**src/rtl/thread_scheduler_pkg.sv**
```systemverilog
// Shared types and constants for the fetch-thread scheduler.
package thread_scheduler_pkg;

    // Per-thread run state; encodings match the fetch/context-manager view.
    typedef enum logic [1:0] {
        TS_IDLE  = 2'd0,
        TS_RUN   = 2'd1,
        TS_FLUSH = 2'd2,
        TS_HALT  = 2'd3
    } ts_state_e;

    // Width of the per-thread post-branch flush counter.
    localparam int unsigned TS_CNT_W = 4;

endpackage

```
**src/rtl/thread_scheduler_rr_arbiter.sv**
```systemverilog
// Combinational round-robin picker: first eligible thread after last_grant wins.
module rr_arbiter #(
    parameter int unsigned NUM_THREADS = 4,
    localparam int unsigned TID_W = (NUM_THREADS > 1) ? $clog2(NUM_THREADS) : 1
) (
    input  logic [NUM_THREADS-1:0] eligible,
    input  logic [TID_W-1:0]       last_grant,
    output logic                   grant_valid,
    output logic [TID_W-1:0]       grant_id
);

    logic [TID_W-1:0] idx;

    // Walk the ring starting one past the previous winner.
    always_comb begin
        grant_valid = 1'b0;
        grant_id    = '0;
        idx         = '0;
        for (int unsigned i = 1; i <= NUM_THREADS; i++) begin
            idx = TID_W'((32'(last_grant) + i) % NUM_THREADS);
            if (!grant_valid && eligible[idx]) begin
                grant_valid = 1'b1;
                grant_id    = idx;
            end
        end
    end

endmodule

```
**src/rtl/thread_scheduler.sv**
```systemverilog
// Per-cycle fetch-thread selector with post-branch flush and halt retirement.
// Optional macro SCHED_PERF_CNT_EN adds issue_count / idle_cycles counters.
module thread_scheduler
    import thread_scheduler_pkg::*;
#(
    parameter int unsigned NUM_THREADS  = 4,
    parameter int unsigned FLUSH_CYCLES = 2,
    localparam int unsigned TID_W = (NUM_THREADS > 1) ? $clog2(NUM_THREADS) : 1
) (
    input  logic                   clk,
    input  logic                   rst,
    input  logic [NUM_THREADS-1:0] thread_en,
    input  logic [NUM_THREADS-1:0] stall_mask,
    input  logic                   branch_taken,
    input  logic [TID_W-1:0]       branch_thread_id,
    input  logic                   halt_valid,
    input  logic [TID_W-1:0]       halt_thread_id,
    output logic                   fetch_valid,
    output logic [TID_W-1:0]       fetch_thread_id,
    output logic [NUM_THREADS-1:0] active_mask
`ifdef SCHED_PERF_CNT_EN
    ,
    output logic [NUM_THREADS*32-1:0] issue_count,
    output logic [31:0]               idle_cycles
`endif
);

    ts_state_e             state_q [NUM_THREADS];
    ts_state_e             state_d [NUM_THREADS];
    logic [TS_CNT_W-1:0]   cnt_q   [NUM_THREADS];
    logic [TS_CNT_W-1:0]   cnt_d   [NUM_THREADS];
    logic [NUM_THREADS-1:0] br_hit;
    logic [NUM_THREADS-1:0] halt_hit;
    logic [NUM_THREADS-1:0] eligible;
    logic [NUM_THREADS-1:0] active_d;
    logic [TID_W-1:0]       last_grant_q;
    logic                   grant_valid;
    logic [TID_W-1:0]       grant_id;

    // Next-state, flush counters and eligibility for every thread.
    always_comb begin
        for (int t = 0; t < NUM_THREADS; t++) begin
            state_d[t]  = state_q[t];
            cnt_d[t]    = cnt_q[t];
            br_hit[t]   = branch_taken && (branch_thread_id == TID_W'(t));
            halt_hit[t] = halt_valid && (halt_thread_id == TID_W'(t));

            if (!thread_en[t]) begin
                state_d[t] = TS_IDLE;
                cnt_d[t]   = '0;
            end else begin
                case (state_q[t])
                    TS_IDLE: state_d[t] = TS_RUN;
                    TS_RUN: begin
                        if (halt_hit[t]) begin
                            state_d[t] = TS_HALT;
                        end else if (br_hit[t] && (FLUSH_CYCLES != 0)) begin
                            state_d[t] = TS_FLUSH;
                            cnt_d[t]   = TS_CNT_W'(FLUSH_CYCLES);
                        end
                    end
                    TS_FLUSH: begin
                        if (halt_hit[t]) begin
                            state_d[t] = TS_HALT;
                            cnt_d[t]   = '0;
                        end else if (cnt_q[t] <= TS_CNT_W'(1)) begin
                            state_d[t] = TS_RUN;
                            cnt_d[t]   = '0;
                        end else begin
                            cnt_d[t]   = cnt_q[t] - TS_CNT_W'(1);
                        end
                    end
                    default: state_d[t] = TS_HALT;
                endcase
            end

            eligible[t] = (state_q[t] == TS_RUN) && !stall_mask[t] && !br_hit[t] && !halt_hit[t];
            active_d[t] = (state_d[t] == TS_RUN) || (state_d[t] == TS_FLUSH);
        end
    end

    rr_arbiter #(
        .NUM_THREADS (NUM_THREADS)
    ) u_rr_arbiter (
        .eligible    (eligible),
        .last_grant  (last_grant_q),
        .grant_valid (grant_valid),
        .grant_id    (grant_id)
    );

    // Thread state, counters, grant pointer and registered outputs.
    always_ff @(posedge clk) begin
        if (rst) begin
            for (int t = 0; t < NUM_THREADS; t++) begin
                state_q[t] <= TS_IDLE;
                cnt_q[t]   <= '0;
            end
            last_grant_q    <= TID_W'(NUM_THREADS - 1);
            fetch_valid     <= 1'b0;
            fetch_thread_id <= '0;
            active_mask     <= '0;
        end else begin
            for (int t = 0; t < NUM_THREADS; t++) begin
                state_q[t] <= state_d[t];
                cnt_q[t]   <= cnt_d[t];
            end
            fetch_valid <= grant_valid;
            if (grant_valid) begin
                last_grant_q    <= grant_id;
                fetch_thread_id <= grant_id;
            end
            active_mask <= active_d;
        end
    end

`ifdef SCHED_PERF_CNT_EN
    // Per-thread issue counts and bubble-cycle count, wrapping at 2^32.
    always_ff @(posedge clk) begin
        if (rst) begin
            issue_count <= '0;
            idle_cycles <= '0;
        end else begin
            for (int t = 0; t < NUM_THREADS; t++) begin
                if (grant_valid && (grant_id == TID_W'(t))) begin
                    issue_count[t*32 +: 32] <= issue_count[t*32 +: 32] + 32'd1;
                end
            end
            if (!fetch_valid) begin
                idle_cycles <= idle_cycles + 32'd1;
            end
        end
    end
`else
    // Performance counters are not built in this configuration.
`endif

endmodule

```
**config.mk**
```make
export PLATFORM = sky130hd
export DESIGN_NAME = thread_scheduler
export DESIGN_NICKNAME = d
export VERILOG_FILES = /design/src/rtl/thread_scheduler_pkg.sv /design/src/rtl/thread_scheduler_rr_arbiter.sv /design/src/rtl/thread_scheduler.sv
export SDC_FILE = /design/constraint.sdc
export NUM_CORES = 1
export LEC_CHECK = 0
export CELL_PAD_IN_SITES_DETAIL_PLACEMENT = 1
export CELL_PAD_IN_SITES_GLOBAL_PLACEMENT = 1
export CORE_ASPECT_RATIO = 0.5
export CORE_UTILIZATION = 30
export CTS_CLUSTER_DIAMETER = 30
export DETAILED_ROUTE_END_ITERATION = 6
export PLACE_DENSITY = 0.72
export SLEW_MARGIN = 10
export SYNTH_ARGS = -nofsm -noshare
export SYNTH_HDL_FRONTEND = slang
export SYNTH_SLANG_ARGS = --single-unit
```
**constraint.sdc**
```tcl
create_clock -name clk -period 1.9 [get_ports clk]
set_clock_uncertainty 0.05 [all_clocks]
set_input_delay 0.19 -clock clk [delete_from_list [all_inputs] [get_ports clk]]
set_output_delay 0.19 -clock clk [all_outputs]
set_load 0.05 [all_outputs]
```
==> Word level (Yosys, flattened, before mapping) <==
Memory sizes are Yosys's and may differ from the RTL's.
Cells that the tools add are included.
{ "totals": {"input_bits": 16, "n_memories": 2, "output_inout_bits": 7, "elab_cells": 175, "regBits": 9, "ram_bits": 24} }
{ "memory_table": {"columns": ["name", "depth", "width", "rd", "rd_clocked_by_memory_dff", "write_ports", "line", "rtl"], "rows": [
  ["cnt_q", 4, 4, 4, 0, 4, "thread_scheduler.sv:30", "logic [TS_CNT_W-1:0] cnt_q [NUM_THREADS];"],
  ["state_q", 4, 2, 4, 0, 4, "thread_scheduler.sv:28", "ts_state_e state_q [NUM_THREADS];"]
]} }
{ "op_classes": {"bitwise": 8, "n_addsub": 8, "reduce_logical": 48, "n_eq_ne": 22, "magnitude_cmp": 8, "mux": 75} }
{ "ops": {"columns": ["operator", "count"], "rows": [
  ["$mux 4", 24],
  ["$mux 2", 28],
  ["$pmux 4 s2", 4],
  ["$eq 2x2->1 const B", 12],
  ["$pmux 2 s3", 4],
  ["$logic_and 1x1->1", 23],
  ["$eq 2x1->1 const B", 10],
  ["$le 4x1->1 const B", 4],
  ["$sub 4x1->4 const B", 4],
  ["$logic_not 1->1", 15],
  ["$logic_not 2->1", 6],
  ["$lt 2x3->1 const B", 4],
  ["$mux 1", 11],
  ["$bmux 1 s2", 4],
  ["$or 1x1->1", 8],
  ["$add 2x1->2 const B", 2],
  ["$add 2x2->2 const B", 2],
  ["$logic_or 1x1->1", 4]
]} }

==> Depth between registers and ports, before layout <==
Gate-level depths: netlist (run 1).
{ "logic_depth": {"ltp_word": 17, "ltp_mapped": 7} }

==> Hierarchy <==
A second synthesis (run 1) with hierarchy kept.
{ "unflattened": {"hier_cells": 217, "area_unflattened_um2": 1873.0} }
{ "by_module_without_submodules": {"columns": ["mod", "n_inst", "area_per_inst_um2", "cells_per_inst"], "rows": [
  ["thread_scheduler", 1, 1781.7, 203],
  ["rr_arbiter", 1, 91.3, 14]
]} }

==> Least setup slack after synthesis (run 1) <==
OpenSTA, ideal clock, no wires.
{ "synth_path": {"path_type": "flip-flop to flip-flop", "start": "mem cnt_q[3][0]", "end": "mem cnt_q[3][3]", "path_buffers": 0, "stages_incl_launch_ff": 7, "slack_ns": 0.262, "synth_period_minus_slack_ns": 1.638, "required_time_ns": 1.780, "t_arrival_ns": 1.517, "path_cell_list": "dfxtp_1 > inv_1 > ha_1 > nor2_1 > nor3_1 > or4b_2 > a21oi_1"} }
{ "synth_rtl": {"columns": ["item", "line"], "rows": [
  ["from (decl)", "thread_scheduler.sv:30"]
]} }

==> Final worst setup path (run 1) <==
{ "layout_path": {"start": "in branch_thread_id[0]", "end": "reg fetch_thread_id[0]"} }
{ "layout_between": {"elab_chain_cells": 17, "elab_cells_between_ends": 42} }
{ "layout_rtl": {"columns": ["item", "line", "rtl"], "rows": [
  ["from (decl)", "thread_scheduler.sv:15", "input logic [TID_W-1:0] branch_thread_id,"],
  ["$eq 2x1->1 (tied with other cells)", "thread_scheduler.sv:45", "br_hit[t] = branch_taken && (branch_thread_id == TID_W'(t));"],
  ["$logic_and 1x1->1", "thread_scheduler.sv:45", null],
  ["$logic_not 1->1", "thread_scheduler.sv:77", "eligible[t] = (state_q[t] == TS_RUN) && !stall_mask[t] && !br_hit[t] && !halt_hit[t];"],
  ["$logic_and 1x1->1 (2 in series)", "thread_scheduler.sv:77", null],
  ["$bmux 1 s2", "thread_scheduler_rr_arbiter.sv:21", "if (!grant_valid && eligible[idx]) begin"],
  ["$mux 1 (not written as such)", "thread_scheduler_rr_arbiter.sv:21", null],
  ["$mux 1", "thread_scheduler_rr_arbiter.sv:21", null],
  ["$logic_not 1->1", "thread_scheduler_rr_arbiter.sv:21", null],
  ["$logic_and 1x1->1", "thread_scheduler_rr_arbiter.sv:21", null],
  ["$mux 1", "thread_scheduler_rr_arbiter.sv:21", null],
  ["$logic_not 1->1", "thread_scheduler_rr_arbiter.sv:21", null],
  ["$logic_and 1x1->1", "thread_scheduler_rr_arbiter.sv:21", null],
  ["$mux 1", "thread_scheduler_rr_arbiter.sv:21", null],
  ["$logic_not 1->1", "thread_scheduler_rr_arbiter.sv:21", null],
  ["$logic_and 1x1->1", "thread_scheduler_rr_arbiter.sv:21", null],
  ["$mux 2 or $mux 1 (tied branches)", "thread_scheduler_rr_arbiter.sv:21", null],
  ["to (signal assigned)", "thread_scheduler.sv:110", "fetch_thread_id <= grant_id;"],
  ["to (decl)", "thread_scheduler.sv:19", "output logic [TID_W-1:0] fetch_thread_id,"]
]} }
Parallel ways exist; a longest one is shown, timed or not. The select of a mux whose other input is x is not followed.
A chain may end at the register's enable or synchronous reset.

==> results of run 1 <==
-- sequential cells by signal (all words and copies together) (netlist names) --
register	flops
last_grant_q	2
state_q	8
cnt_q	16
fetch_valid	1
active_mask	4
fetch_thread_id	2
-- worst max-delay path, cell delays in order --
cell,delay [ns]
clkdlybuf4s50_1,0.58
nand3_1,0.19
and3_1,0.24
buf_4,0.14
nor3_1,0.29
o21ai_0,0.14
nor4b_4,0.15
-- area by class of cell --
class / count / area [µm²]
sequential: 33 / 661
multi-input combinational: 175 / 1200
timing repair buffer: 44 / 393
fill: 710 / 3220
tap: 84 / 105
clock buffer: 8 / 136
inverter: 11 / 41.3
-- cell families after synthesis --
kind of cell,count (synthesis),share of synthesized area (%)
mux,1,0.534
fa+ha+maj,12,7.48
buf+inv,13,3.01
compound gates,53,17.2
flops,33,35.3
simple gates,109,36.5
-- stage by stage --
step	instance area [µm²]	std cells	hold slack [ns]	setup TNS, ns	util, %
2_1_floorplan	1870	221	0.325	0	-
3_3_place_gp	2350	347	0.399	-1.26	40.8
3_5_place_dp	2350	347	0.412	-2.61	40.8
4_1_cts	2500	355	0.419	0	43.4
5_1_grt	2530	355	0.393	-0.0247	44.1
6_report	2530	355	0.350	0	44.1
-- layout by cell type (no fill, tap or decap), types with 3 or more instances in the layout --
master           synthesis  routed
a211oi_1                 4       4
a21oi_1                 25      25
a221oi_1                 4       4
a31oi_2                  0       3
and3b_1                  3       3
buf_4                    0      22
clkbuf_1                 1       3
clkbuf_16                0       5
clkdlybuf4s50_1          0      19
dfxtp_1                 33      33
dlymetal6s2s_1           0       3
ha_1                     8       8
inv_1                   11      11
maj3_1                   4       4
nand2_1                 11      11
nand2b_1                13      13
nand3_1                  3       3
nand3b_1                 7       7
nor2_1                  24      24
nor2b_1                  4       4
nor3_1                  18      16
nor4_4                   2       3
o21ai_0                  9       8
o22ai_1                  3       3
or3_1                    7       7
-- power by group --
group / switching (mW) / leakage [nW] / internal [mW] / total, mW
clock network: 0.283 / 0.0652 / 0.487 / 0.770
logic: 0.140 / 0.607 / 0.118 / 0.258
registers: 0.0190 / 0.269 / 0.714 / 0.733
-- timing repair --
action,4_1_cts,5_1_grt
pin swaps,0,1
setup endpoints to repair,2,8
resized for setup,2,9
-- final timing paths --
check	depth (start not counted)	to
max reg2reg	6	cnt_q[3][3]
max	7	fetch_thread_id[0]
min reg2reg	2	fetch_thread_id[1]
min	3	state_q[2][0]
-- routing by layer --
layer	wire length (µm)	share of wire, %
met1	2240	45
met2	2580	52
met4	27	0.54
met5	0	0
met3	116	2.3
==> results by group, run 1 <==
Critical path
  – CP Launch Type: primary input
  – Critical setup path kind: primary input to flop
  – Critical Path Sink Type: flop
  – Crit path DAT: 1.92 ns
  – Worst-path maximum fanout: 6
  – Worst setup path start: branch_thread_id[0]
  – R2r setup slk: 0.16 ns
  – R2R Path Start: cnt_q[3][0]
  – WP data required: 2.00 ns

Yosys
  – Main area contributors after synthesis: dfxtp_1 35%, a21oi_1 6.7%, ha_1 5.3%
  – Most common cell in the netlist: dfxtp_1
  – Post-Syn Area: 1870 µm²
  – Seq/Total Area, Yosys: 35.3%
  – Share of flip-flops with an asynchronous set or reset: 0%
  – Synth Flop Type: dfxtp_1
  – Post-synth top cells: 33 x dfxtp_1, 25 x a21oi_1, 24 x nor2_1
  – Ys Warns: 0
  – Post-synthesis cell count: 221
  – Syn Nets: 245
  – Yosys top cell area share: 35.3%
  – Yosys top cell by area: dfxtp_1
  – Avg Cell Area, Syn: 8.48 µm²
  – Post-synth EDFFs: 0
  – Synth Register Bits: 33
  – Library cells used by synthesis: 41

Global route
  – Met1 GRT Util: 18.8%
  – Met2 GRT Util: 30.7%
  – Total track usage: 16.4%
  – Pin count of the biggest net entering global routing: 10
  – GR Overflow Total: 0
  – Most Crowded Layer GR: met2
  – Vias in the first global route: 1,866
  – Grt met3 use: 3.56%
  – Initial antenna violation count: 0
  – First-pass GRT wire length: 8.51 mm

Placement
  – Gp weighted congestion: 0.733
  – Port bufs: 22
  – Post-Place Setup Slack: -0.236 ns
  – Post-DP HPWL: 3.77 mm

Route
  – Total number of vias: 1,791
  – ANT nets after route: 0
  – Residual DRC count: 0
  – Via density: 5.05
  – DR WL/cell: 14.0 µm
  – Final WL: 4.96 mm
  – Initial DRT Pass Iterations: 4
  – Drt initial violations: 51

Power and ir drop
  – Pleak: 0.941 nW
  – PwrDens: 695 nW/µm²
  – Worst vdd ir: 307 µV
  – Final Power: 1.76 mW

STA
  – Final setup violation count: 0
  – Clock period minus worst slack: 1.81 ns
  – Tcrit/Tclk final: 95.5%
  – RSZ-0062 raised after global routing: yes
  – Fmax: 0.551 GHz
  – Final slew viol count: 0
  – Relative slew slack: 66.2%
  – Fin worst setup slack: 0.0854 ns
  – Hold Violations, Final: 0
  – Worst-margin pin slew: 0.505 ns

Run status
  – Status: finished clean

Floorplanning
  – Starting density of the core: 32.6%
  – Die area: 6580 µm²
  – Core Region: 5750 µm²
  – FP Rows: 19
  – Io pins: 23
  – Die span in x: 114 µm
  – Height of the die: 57.9 µm

Flow run
  – Max-cap check violation count: 0

Clocking
  – Cts-stage hold buffer count: 0
  – Root buffer cell: clkbuf_16
  – Clk sinks: 33
  – H-Tree Depth: 2
  – Post-CTS Setup Inserts: 0
  – CTS tree: yes
  – Worst-skew pair later-pin latency: 0.27 ns
  – CTS buffer count: 5
  – CTS clk-pin slew, worst paths: 0.05 ns
  – Max clock buf depth: 2

Hold path
  – Hold_sp: halt_valid
  – HP Class: primary input to flop

Layout
  – Layout area overhead: 35.3%
  – Share of post-route cells with drive strength above 1: 17.3%
  – Layout Nets: 294
  – Antenna Cells: 0
Note: power is estimated with default switching activity, not from simulation.
==> run 2: changes to the inputs <==
==> constraint.sdc (replaced) <==
create_clock -name clk -period 1.9 [get_ports clk]
set_clock_uncertainty 0.05 [all_clocks]
set_input_delay 0.38 -clock clk [delete_from_list [all_inputs] [get_ports clk]]
set_output_delay 0.38 -clock clk [all_outputs]
set_load 0.05 [all_outputs]
==> run 2 against run 1 <==
Via count increased by 2.1%. Register-to-register slack worse by 0.02 ns. Sequential cell count unchanged. Critical path depth fell by 6. Sequential power about the same. Routed wire length rose by 6.5%. Global-route usage up 1.2 points.
==> results by group, run 2 (synthesis results as in run 1) <==
Route
  – Final WL: 5.28 mm
  – DR WL/cell: 14.7 µm
  – Via density: 5.09
  – Residual DRC count: 0
  – Initial DRT Pass Iterations: 4
  – Total number of vias: 1,829
  – ANT nets after route: 0
  – Drt initial violations: 80

Global route
  – Vias in the first global route: 1,894
  – Pin count of the biggest net entering global routing: 10
  – Initial antenna violation count: 0
  – GR Overflow Total: 0
  – First-pass GRT wire length: 9.06 mm
  – Total track usage: 17.5%

Floorplanning
  – Starting density of the core: 32.6%
  – FP Rows: 19
  – Die span in x: 114 µm
  – Die area: 6580 µm²
  – Height of the die: 57.9 µm
  – Io pins: 23
  – Core Region: 5750 µm²

Layout
  – Largest register FFs: 16
  – Share of post-route cells with drive strength above 1: 21.5%
  – Commonest non-fill, non-tap cell in the layout: dfxtp_1
  – Layout area overhead: 37.7%
  – Largest Register: cnt_q
  – Layout Nets: 299
  – Fin area: 2580 µm²
  – Biggest registers after layout: cnt_q x16, state_q x8, active_mask x4
  – Antenna Cells: 0
  – Commonest cells after routing, fill and taps aside: 33 x dfxtp_1, 29 x buf_4, 25 x a21oi_1, 24 x nor2_1, 17 x nor3_1
  – Post-route non-filler standard cell count: 359

Critical path
  – Crit path DAT: 1.38 ns
  – WP data required: 1.47 ns
  – R2R Path Start: cnt_q[3][0]
  – Worst-path maximum fanout: 1
  – Worst setup path start: active_mask[3]
  – Critical Path Sink Type: output pin
  – Critical setup path kind: flop to output pin
  – Critical path's top delay family: buffers and inverters
  – CP max stage cell: clkdlybuf4s50_1
  – CP Launch Type: flop
  – CP bufs+invs: 1
  – Max stage delay on crit path: 0.80 ns
  – Cell chain of the critical path: clkdlybuf4s50_1

STA
  – Clock period minus worst slack: 1.81 ns
  – Worst-margin pin slew: 0.580 ns
  – RSZ-0062 raised after global routing: no
  – Hold Violations, Final: 0
  – Tcrit/Tclk final: 95.3%
  – Fmax: 0.552 GHz
  – Fin worst setup slack: 0.0900 ns
  – Hold slack: 0.405 ns
  – Relative slew slack: 61.1%
  – Final setup violation count: 0
  – Final slew viol count: 0

Power and ir drop
  – PwrDens: 700 nW/µm²
  – Clk pwr share: 44.3%
  – Sequential share of power: 40.7%
  – Pleak: 0.963 nW
  – Net load switching power: 454 µW
  – Sw Share: 25.2%
  – Final Power: 1.80 mW
  – Cell-internal power: 1.35 mW
  – Worst vdd ir: 339 µV
  – Comb power frac: 15.0%

Hold path
  – HP Class: flop to flop
  – Hold_sp: fetch_thread_id[1]

Clocking
  – CTS tree: yes
  – Max clock buf depth: 2
  – Clk sinks: 33
  – Cts-stage hold buffer count: 0
  – H-Tree Depth: 2
  – CTS buffer count: 5
  – Worst-skew pair later-pin latency: 0.28 ns
  – CTS clk-pin slew, worst paths: 0.05 ns
  – Root buffer cell: clkbuf_16

Placement
  – Port bufs: 22
  – Post-Place Setup Slack: -0.511 ns
  – Placed instance area: 2370 µm²
  – Gp weighted congestion: 0.790
  – Inst Count DP: 351
  – Post-DP HPWL: 3.96 mm

Flow run
  – Max-cap check violation count: 0

Run status
  – Status: finished clean
run 2: what timing repair did:
action / 4_1_cts / 5_1_grt
gates resized for setup: 16 / 7
buffers inserted: 1 / 0
endpoints found under the setup margin: 12 / 8
pin swaps: 4 / 2
run 2: power groups by stage:
stage               Clock (mW)  Combinational [mW]  Sequential [mW]
detailed placement           0               0.259            0.747
CTS                      0.808               0.272            0.733
global route             0.840               0.291            0.737
finish                   0.800               0.271            0.734
floorplan                    0               0.106            0.780
global placement             0               0.249            0.746
run 2: per-stage QoR:
stage                     setup TNS [ns]  utilization (%)
after floorplan                        0                -
after global placement             -5.10             41.3
after detailed placement           -6.83             41.3
after CTS                              0             44.8
after global routing                   0             44.8
final                                  0             44.8
run 2: final cells by class:
cell class | instances | area (µm²)
Fill cell | 708 | 3170
Multi-Input combinational cell | 175 | 1230
Sequential cell | 33 | 661
Timing Repair Buffer | 49 | 403
Clock buffer | 7 | 143
Tap cell | 84 | 105
Inverter | 11 | 41.3
run 2: routing by layer:
layer,wire length (µm),up-vias,global-route usage (%),part of all wire (%)
li1,-,915,-,-
met1,2370,898,20.2,45
met2,2770,11,33.3,52
met3,76,5,3.45,1.4
met4,64,0,5.64,1.2
met5,0,-,0,0
run 2: path summary, 6_finish.rpt:
path	endpoint	slack (ns)	depth (start not counted)
hold / removal	fetch_thread_id[1]	0.41	2
hold reg to reg	fetch_thread_id[1]	0.41	2
setup reg to reg	cnt_q[3][3]	0.14	6
setup / recovery	active_mask[3]	0.09	1
run 2: tightest hold or removal path, delay by kind of cell, from the launching register on:
family / cells / cell delay (ns)
AOI/OAI and AO/OA: 1 / 0.05
and+or+nand+nor: 1 / 0.05
DFF: 1 / 0.31
